File: src/rtl/lock_supervisor.sv
// lock_supervisor
//   Sequencing controller between the keypad decoder and a combination-lock core.
//   Forwards keypad digits to the core, judges the attempt once CODE_LEN digits are in
//   (the core only reports `unlocked`), re-arms the core, holds the door open for a
//   bounded time, counts consecutive failures and enforces a lockout.
//
// Ports
//   clk            clock
//   reset          asynchronous reset, active-high
//   key_valid      one-cycle strobe, key_digit holds a new digit
//   key_digit      digit value 0-9
//   key_clear      one-cycle strobe, abandon the current entry
//   core_unlocked  `unlocked` output of the lock core
//   core_reset     reset to the core (reset or re-arm)
//   core_enter     digit strobe to the core
//   core_digit     digit to the core (pass-through)
//   door_open      high while the door is held open
//   locked_out     high while in lockout
//   attempt_fail   one-cycle pulse when an attempt is rejected
//   fail_count     consecutive failed attempts
module lock_supervisor #(
    parameter int unsigned CODE_LEN       = 4,
    parameter int unsigned MAX_FAILS      = 3,
    parameter int unsigned OPEN_CYCLES    = 500,
    parameter int unsigned LOCKOUT_CYCLES = 1000,
    parameter int unsigned ENTRY_TIMEOUT  = 2000
) (
    input  logic                           clk,
    input  logic                           reset,
    input  logic                           key_valid,
    input  logic [3:0]                     key_digit,
    input  logic                           key_clear,
    input  logic                           core_unlocked,
    output logic                           core_reset,
    output logic                           core_enter,
    output logic [3:0]                     core_digit,
    output logic                           door_open,
    output logic                           locked_out,
    output logic                           attempt_fail,
    output logic [$clog2(MAX_FAILS+1)-1:0] fail_count
);

    localparam int unsigned TMaxOl  = (OPEN_CYCLES > LOCKOUT_CYCLES) ? OPEN_CYCLES
                                                                      : LOCKOUT_CYCLES;
    localparam int unsigned TMax    = (TMaxOl > ENTRY_TIMEOUT) ? TMaxOl : ENTRY_TIMEOUT;
    localparam int unsigned TimerW  = $clog2(TMax) + 1;
    localparam int unsigned DigitW  = $clog2(CODE_LEN + 1);
    localparam int unsigned FailW   = $clog2(MAX_FAILS + 1);

    localparam logic [DigitW-1:0] LastDigit = DigitW'(CODE_LEN - 1);
    localparam logic [FailW-1:0]  LastFail  = FailW'(MAX_FAILS - 1);
    localparam logic [TimerW-1:0] OpenLast  = TimerW'(OPEN_CYCLES - 1);
    localparam logic [TimerW-1:0] LockLast  = TimerW'(LOCKOUT_CYCLES - 1);
    localparam logic [TimerW-1:0] EntryLast = TimerW'(ENTRY_TIMEOUT - 1);

    typedef enum logic [2:0] {
        StArm     = 3'd0,
        StEntry   = 3'd1,
        StCheck   = 3'd2,
        StOpen    = 3'd3,
        StLockout = 3'd4
    } state_e;

    state_e              state_q, state_d;
    logic [DigitW-1:0]   digit_cnt_q, digit_cnt_d;
    logic [TimerW-1:0]   timer_q, timer_d;
    logic [FailW-1:0]    fail_count_q, fail_count_d;

    always_comb begin
        state_d      = state_q;
        digit_cnt_d  = digit_cnt_q;
        timer_d      = timer_q;
        fail_count_d = fail_count_q;

        case (state_q)
            StArm: begin
                digit_cnt_d = '0;
                timer_d     = '0;
                state_d     = StEntry;
            end

            StEntry: begin
                if (key_clear) begin
                    // Clear wins over a simultaneous digit; abandoning is not a failure.
                    state_d = StArm;
                end else if (key_valid) begin
                    digit_cnt_d = digit_cnt_q + 1'b1;
                    timer_d     = '0;
                    if (digit_cnt_q == LastDigit) begin
                        state_d = StCheck;
                    end
                end else if (digit_cnt_q != '0) begin
                    // Timeout only runs once an entry has started.
                    if (timer_q == EntryLast) begin
                        state_d = StArm;
                    end else begin
                        timer_d = timer_q + 1'b1;
                    end
                end
            end

            StCheck: begin
                // The core latched the last digit on the edge into this state.
                if (core_unlocked) begin
                    fail_count_d = '0;
                    timer_d      = '0;
                    state_d      = StOpen;
                end else begin
                    fail_count_d = fail_count_q + 1'b1;
                    if (fail_count_q == LastFail) begin
                        timer_d = '0;
                        state_d = StLockout;
                    end else begin
                        state_d = StArm;
                    end
                end
            end

            StOpen: begin
                if (timer_q == OpenLast) begin
                    state_d = StArm;
                end else begin
                    timer_d = timer_q + 1'b1;
                end
            end

            StLockout: begin
                if (timer_q == LockLast) begin
                    fail_count_d = '0;
                    state_d      = StArm;
                end else begin
                    timer_d = timer_q + 1'b1;
                end
            end

            default: begin
                state_d = StArm;
            end
        endcase
    end

    always_ff @(posedge clk or posedge reset) begin
        if (reset) begin
            state_q      <= StArm;
            digit_cnt_q  <= '0;
            timer_q      <= '0;
            fail_count_q <= '0;
        end else begin
            state_q      <= state_d;
            digit_cnt_q  <= digit_cnt_d;
            timer_q      <= timer_d;
            fail_count_q <= fail_count_d;
        end
    end

    // Outputs decode from registered state; reset is ORed in so the core is held
    // in reset immediately, without waiting for a clock edge.
    always_comb begin
        core_reset   = reset | (state_q == StArm);
        core_enter   = key_valid & ~key_clear & (state_q == StEntry);
        core_digit   = key_digit;
        door_open    = (state_q == StOpen);
        locked_out   = (state_q == StLockout);
        attempt_fail = (state_q == StCheck) & ~core_unlocked;
        fail_count   = fail_count_q;
    end

endmodule
File: config.mk
export PLATFORM = sky130hd
export DESIGN_NAME = lock_supervisor
export DESIGN_NICKNAME = d
export VERILOG_FILES = /design/src/rtl/lock_supervisor.sv
export SDC_FILE = /design/constraint.sdc
export NUM_CORES = 1
export LEC_CHECK = 0
export BUFFER_PORTS_ARGS = -buffer_cell sky130_fd_sc_hd__buf_2
export CELL_PAD_IN_SITES_DETAIL_PLACEMENT = 0
export CELL_PAD_IN_SITES_GLOBAL_PLACEMENT = 2
export CORE_UTILIZATION = 38
export CTS_BUF_LIST = sky130_fd_sc_hd__clkbuf_4 sky130_fd_sc_hd__clkbuf_8 sky130_fd_sc_hd__clkbuf_16
export CTS_CLUSTER_SIZE = 12
export DETAILED_ROUTE_END_ITERATION = 6
export GPL_ROUTABILITY_DRIVEN = 1
export HOLD_SLACK_MARGIN = 0.08
export PLACE_DENSITY_LB_ADDON = 0.1
export SLEW_MARGIN = 40
export SYNTH_ARGS = -nofsm -noshare
export SYNTH_HDL_FRONTEND = slang
export SYNTH_SLANG_ARGS = --single-unit
export TNS_END_PERCENT = 100
File: constraint.sdc
create_clock -name clk -period 4.3 [get_ports clk]
set_input_delay 0 -clock clk [delete_from_list [all_inputs] [get_ports clk]]
set_output_delay 0 -clock clk [all_outputs]
set_load 0.01 [all_outputs]
Word level (Yosys, flattened, before mapping). Index checks and enable logic that the tools add are counted.

$add $sub $neg: 3. Eq/ne operators: 21. Mux-type cells: 25. Bitwise gates (word level): 6. Reductions and logical operators: 9.

Operator list (count): $mux W12 (8); $pmux W12 S5 (1); $mux W3 (11); $pmux W3 S5 (1); $add A12 B1 Y12 const B (1); $eq A12 B10 Y1 const B (1); $eq A12 B11 Y1 const B (1); $eq A12 B9 Y1 const B (1); $ne A4 B4 Y1 const B (3); $eq A3 B2 Y1 const B (3); $ne A3 B3 Y1 const B (3); $ne A2 B2 Y1 const B (4); $reduce_and A7 Y1 (1); $pmux W3 S2 (1); $reduce_and A5 Y1 (1); $reduce_bool A5 Y1 (1); $mux W2 (2); $ne A2 B1 Y1 const B (2); $pmux W2 S2 (1); $reduce_bool A2 Y1 (2); $add A3 B1 Y3 const B (1); $and A1 B1 Y1 (3); $eq A3 B1 Y1 const B (1); $eq A3 B3 Y1 const B (1); other kinds (8) (9).

Register bits: 20. Input port bits: 9. Output and inout port bits: 11. Logic and storage cells: 68.

Logic depth before layout (Yosys ltp).
Word-level depth: 6. Gate-level depth with buffers: 8. Mapped depth without buffers: 7.

Worst setup path before layout. OpenSTA, ideal clock, no wires.

Kind: register to register. From: register fail_count_q[0], in the netlist fail_count[0]. To: register timer_q[0]. Library setup time: 0.125 ns. Arrival time: 1.705 ns. Required time: 4.175 ns. Path slack: 2.470 ns. Stages on the path, launching flop included: 8. Path buffers: 0. Period minus slack after synthesis: 1.830 ns. Cells stage by stage: dfrtp_1 -> inv_1 -> ha_1 -> or4b_1 -> and3_4 -> nand2_1 -> nor3b_2 -> mux2_4.

Word-level cells in the longest chain between the ends: 3.

Ends and longest elaborated chain: from (decl) (RTL line 67) `logic [FailW-1:0] fail_count_q, fail_count_d;`; from (signal assigned) (RTL line 152) `fail_count_q <= fail_count_d;`; $eq A2 B2 Y1 (RTL line 110) `if (fail_count_q == LastFail) begin`; $ne A3 B3 Y1 (no line); $reduce_and A7 Y1 (no line); to (signal assigned) (RTL line 151) `timer_q <= timer_d;`; to (decl) (RTL line 66) `logic [TimerW-1:0] timer_q, timer_d;`.

Every way passes these cells. A chain may end at the register's enable or synchronous reset.

Worst setup path in the final report.
From: register state_q[0]. To: register timer_q[0].

Word-level cells in the longest chain between the ends: 3. Elaborated cells on any way between the ends: 14. Classes of those cells: 10 x eq/ne; 1 x mux; 3 x reduce/logical.

Ends and longest elaborated chain: from (decl) (RTL line 64) `state_e state_q, state_d;`; from (signal assigned) (RTL line 144) `state_q <= StArm;`; from (signal assigned) (RTL line 149) `state_q <= state_d;`; $eq A3 B2 Y1, or another cell as far along (RTL line 75) `case (state_q)`; $ne A3 B3 Y1 (no line), or another cell as far along; $reduce_and A7 Y1 (no line).

Several ways; a longest one is shown, not always the timed one.

==> metrics.md <==
| Metric | Value |
|---|---|
| Yosys cell types | 48 |
| LEAKAGE | 0.721 nW |
| Yosys reg bits | 20 |
| Setup ws final | 2.14 ns |
| Status | finished, final reports clean |
| Post-synth EDFFs | 0 |
| CTS max path bufs | 2 |
| Starting DRT DRC Count | 75 |
| Logic pwr share | 0.435 |
| Flop pwr share | 0.367 |
| Hold EP | state_q[0] |
| # nets final | 184 |
| FMAX | 462 MHz |
| Port Buffers | 11 |
| Clock network power share | 0.198 |
| Worst R2R Setup Slack | 2.14 ns |
| P&R area growth vs syn | 9.80% |
| Sink Count | 20 |
| Die W | 64.4 µm |
| # fillers | 384 |
| Layout cells sized above 1 | 0.195 |
| Top-Level Pins | 20 |
| Gpl congestion | 0.802 |
| Max Slew Vio Count | 0 |
| Synth warn | 0 |
| Die Area | 4150 µm² |
| Via count | 1200 |
| Initial antenna violation count | 0 |
| Final ANT Viol Nets | 0 |
| Hold depth | 5 |
| Worst Hold Class | primary input to register |
| Root Buffer | clkbuf_8 |
| Vias per cell | 5.53 |
| Setup CP Type | register to register |
| H-Tree Depth | 1 |
| Clock skew | 0.00250 ns |
| Final setup fails | 0 |
| # diodes | 0 |
| # rows | 22 |
| Final hold vios | 0 |
| Post-Place Worst Slack | 2.15 ns |
| Req. time, crit path | 4.46 ns |
| Placed Instance Area | 1520 µm² |
| Final Util | 0.441 |
| Syn avg cell area | 9.20 µm² |
| TritonCTS buffer count | 3 |
| Top_reg_cell synth | dfrtp_1 |
| Max VDD drop | 123 µV |
| Initial core utilization | 0.402 |
| Maxcap violations | 0 |
| Core area | 3690 µm² |
| Final setup TNS | 0 ns |
| Sw frac | 0.414 |
| Power, Total | 0.762 mW |
| Worst slew pin tran | 0.751 ns |
| Design area | 1630 µm² |
| Number of global-route vias before repair | 1133 |
| Largest net degree at the start of global routing | 22 |
| Fin crit share | 0.503 |
| Worst r2r src | state_q[0] |
| RSZ-0062 raised after global routing | false |
| Latest clock arrival within the worst-skew pair | 0.27 ns |
| Reg2reg end | timer_q[0] |
| Hold Crit Start | core_unlocked |
| PostCTS Resize Cnt | 0 |
| Post-synthesis sequential area ratio | 0.338 |
| Worst setup path startpoint | state_q[0] |
| Psw | 0.315 mW |
| Cts-stage hold buffer count | 5 |
| Clock transition at path regs | 0.08 ns |
| GRT Overall Usage | 0.173 |
| Post-route DRC | 0 |
| Ys async rst share | 1.00 |
| Max-slew headroom | 0.499 |
| Syn Inst Count | 161 |
| Arrival time at the worst endpoint | 2.32 ns |
| Post-CTS Setup Repair Bufs | 0 |
| Startpoint Class | register |
| P per Cell Area | 469 nW/µm² |
| Worst Path Max Fanout | 14 |
| Post-DP HPWL | 2.30 mm |
| Drt wl/cell | 14.9 µm |
| Syn_nets | 175 |
| Crit end category | register |
| Length of the first detailed-routing pass in iterations | 4 |
| CTS tree | done |
| Post-Route WL | 3.23 mm |
| Worst Reg-to-Reg Cells | 5 |
| Int Power | 0.447 mW |
| Post-synthesis cell area | 1480 µm² |
| Final Critical Period | 2.16 ns |
| Die height | 64.4 µm |
| First-pass GRT wire length | 5.59 mm |
| Overflow after GRT | 0 |
[power by group through the flow]
stage	logic (mW)	registers, mW	clock network [mW]
2_1_floorplan	0.287	0.256	0
3_3_place_gp	0.329	0.279	0
4_1_cts	0.335	0.279	0.154
5_1_grt	0.368	0.289	0.162
3_5_place_dp	0.328	0.283	0
6_report	0.332	0.280	0.151
[flip-flops by register name, summed over array words and instances (netlist names)]
signal	count
digit_cnt_q	3
fail_count	2
timer_q	12
state_q	3
[area by class of cell]
| cell class | count | area [µm²] | share of cell area |
|---|---|---|---|
| tap | 48 | 60.1 | 0.0369 |
| inverter | 11 | 41.3 | 0.0254 |
| multi-input combinational | 118 | 865 | 0.532 |
| sequential | 20 | 500 | 0.308 |
| timing repair buffer | 16 | 105 | 0.0646 |
| clock buffer | 4 | 55.1 | 0.0338 |
[cells in the final DEF, fill, tap and decap left out, drive strengths merged, types with 2 or more instances in the layout]
cell         Yosys  routed
nand2b           2       2
a41oi            2       2
nand3            9       9
or4              2       2
nor4             2       2
a211oi           2       2
o21ai           11      11
nor2             7       7
a21oi            6       6
and3             5       5
o31ai            7       7
nor3b            5       5
nand3b           4       4
mux2i            2       2
dfrtp           20      20
buf             10      11
nand4            4       4
or3              3       3
nor2b            2       2
dlygate4sd3      0       5
ha               5       5
clkbuf           2       4
nor4b            2       2
a31oi            3       3
o211ai           2       2
nand2           19      19
mux2             2       2
inv             11      11
[logic make-up (layout without fill, tap and decap cells)]
family,Yosys count,in the layout,synth area share
and+or+nand+nor,69,69,0.318
AOI/OAI and AO/OA,40,40,0.193
buffers and inverters,23,31,0.0785
DFF,20,20,0.338
adders and majority gates,5,5,0.0422
muxes,4,4,0.0312
[worst max-delay path by stage]
stage / end / slack [ns] / depth (start not counted)
after floorplan: timer_q[0] / 2.47 / 7
after global placement: timer_q[0] / 2.19 / 7
after detailed placement: timer_q[0] / 2.15 / 5
after CTS: timer_q[0] / 2.14 / 5
after global routing: timer_q[3] / 2.06 / 5
final: timer_q[0] / 2.14 / 5
[stage by stage]
step	instances	hold slack, ns
final	217	0.159
after global routing	217	0.190
after CTS	217	0.164
after detailed placement	208	0.000119
after global placement	208	0.000119
after floorplan	161	-0.0279
[metal layers]
layer  up-vias  track usage  share of wire  wire length, µm
met5         -            0              0                0
met4         0       0.0667          0.015               47
met3         5       0.0211          0.025               81
met2        18        0.283           0.48             1540
met1       569        0.233           0.48             1560
li1        608            -              -                -
[synth_stat cells (2+ instances only)]
| master | number | share of area |
|---|---|---|
| a21oi_1 | 5 | 0.017 |
| a31oi_1 | 3 | 0.013 |
| ha_1 | 5 | 0.042 |
| nor3b_1 | 3 | 0.015 |
| inv_1 | 10 | 0.025 |
| nor2b_1 | 2 | 0.0084 |
| buf_4 | 7 | 0.035 |
| nand4_1 | 3 | 0.013 |
| nand3b_1 | 4 | 0.020 |
| nand2b_1 | 2 | 0.0084 |
| nand3_1 | 7 | 0.024 |
| buf_2 | 3 | 0.010 |
| nor4b_4 | 2 | 0.032 |
| a211oi_1 | 2 | 0.010 |
| dfrtp_1 | 20 | 0.34 |
| or3_1 | 3 | 0.013 |
| mux2i_1 | 2 | 0.014 |
| a41oi_1 | 2 | 0.012 |
| nor4_1 | 2 | 0.0084 |
| o31ai_1 | 7 | 0.035 |
| clkbuf_1 | 2 | 0.0051 |
| nand2_1 | 19 | 0.048 |
| and3_1 | 3 | 0.013 |
| o21ai_1 | 7 | 0.024 |
| nor3b_2 | 2 | 0.017 |
| o211ai_1 | 2 | 0.010 |
| nor2_1 | 7 | 0.018 |
| o21ai_0 | 4 | 0.014 |
| or4_1 | 2 | 0.010 |
[critical path: stages, from the launching register on]
cell and delay, ns:
dfrtp_1 0.54, or4b_1 0.55, and3_4 0.20, nand2_1 0.33, nor3b_2 0.12, mux2_4 0.31
(Power assumes the default switching activity.)
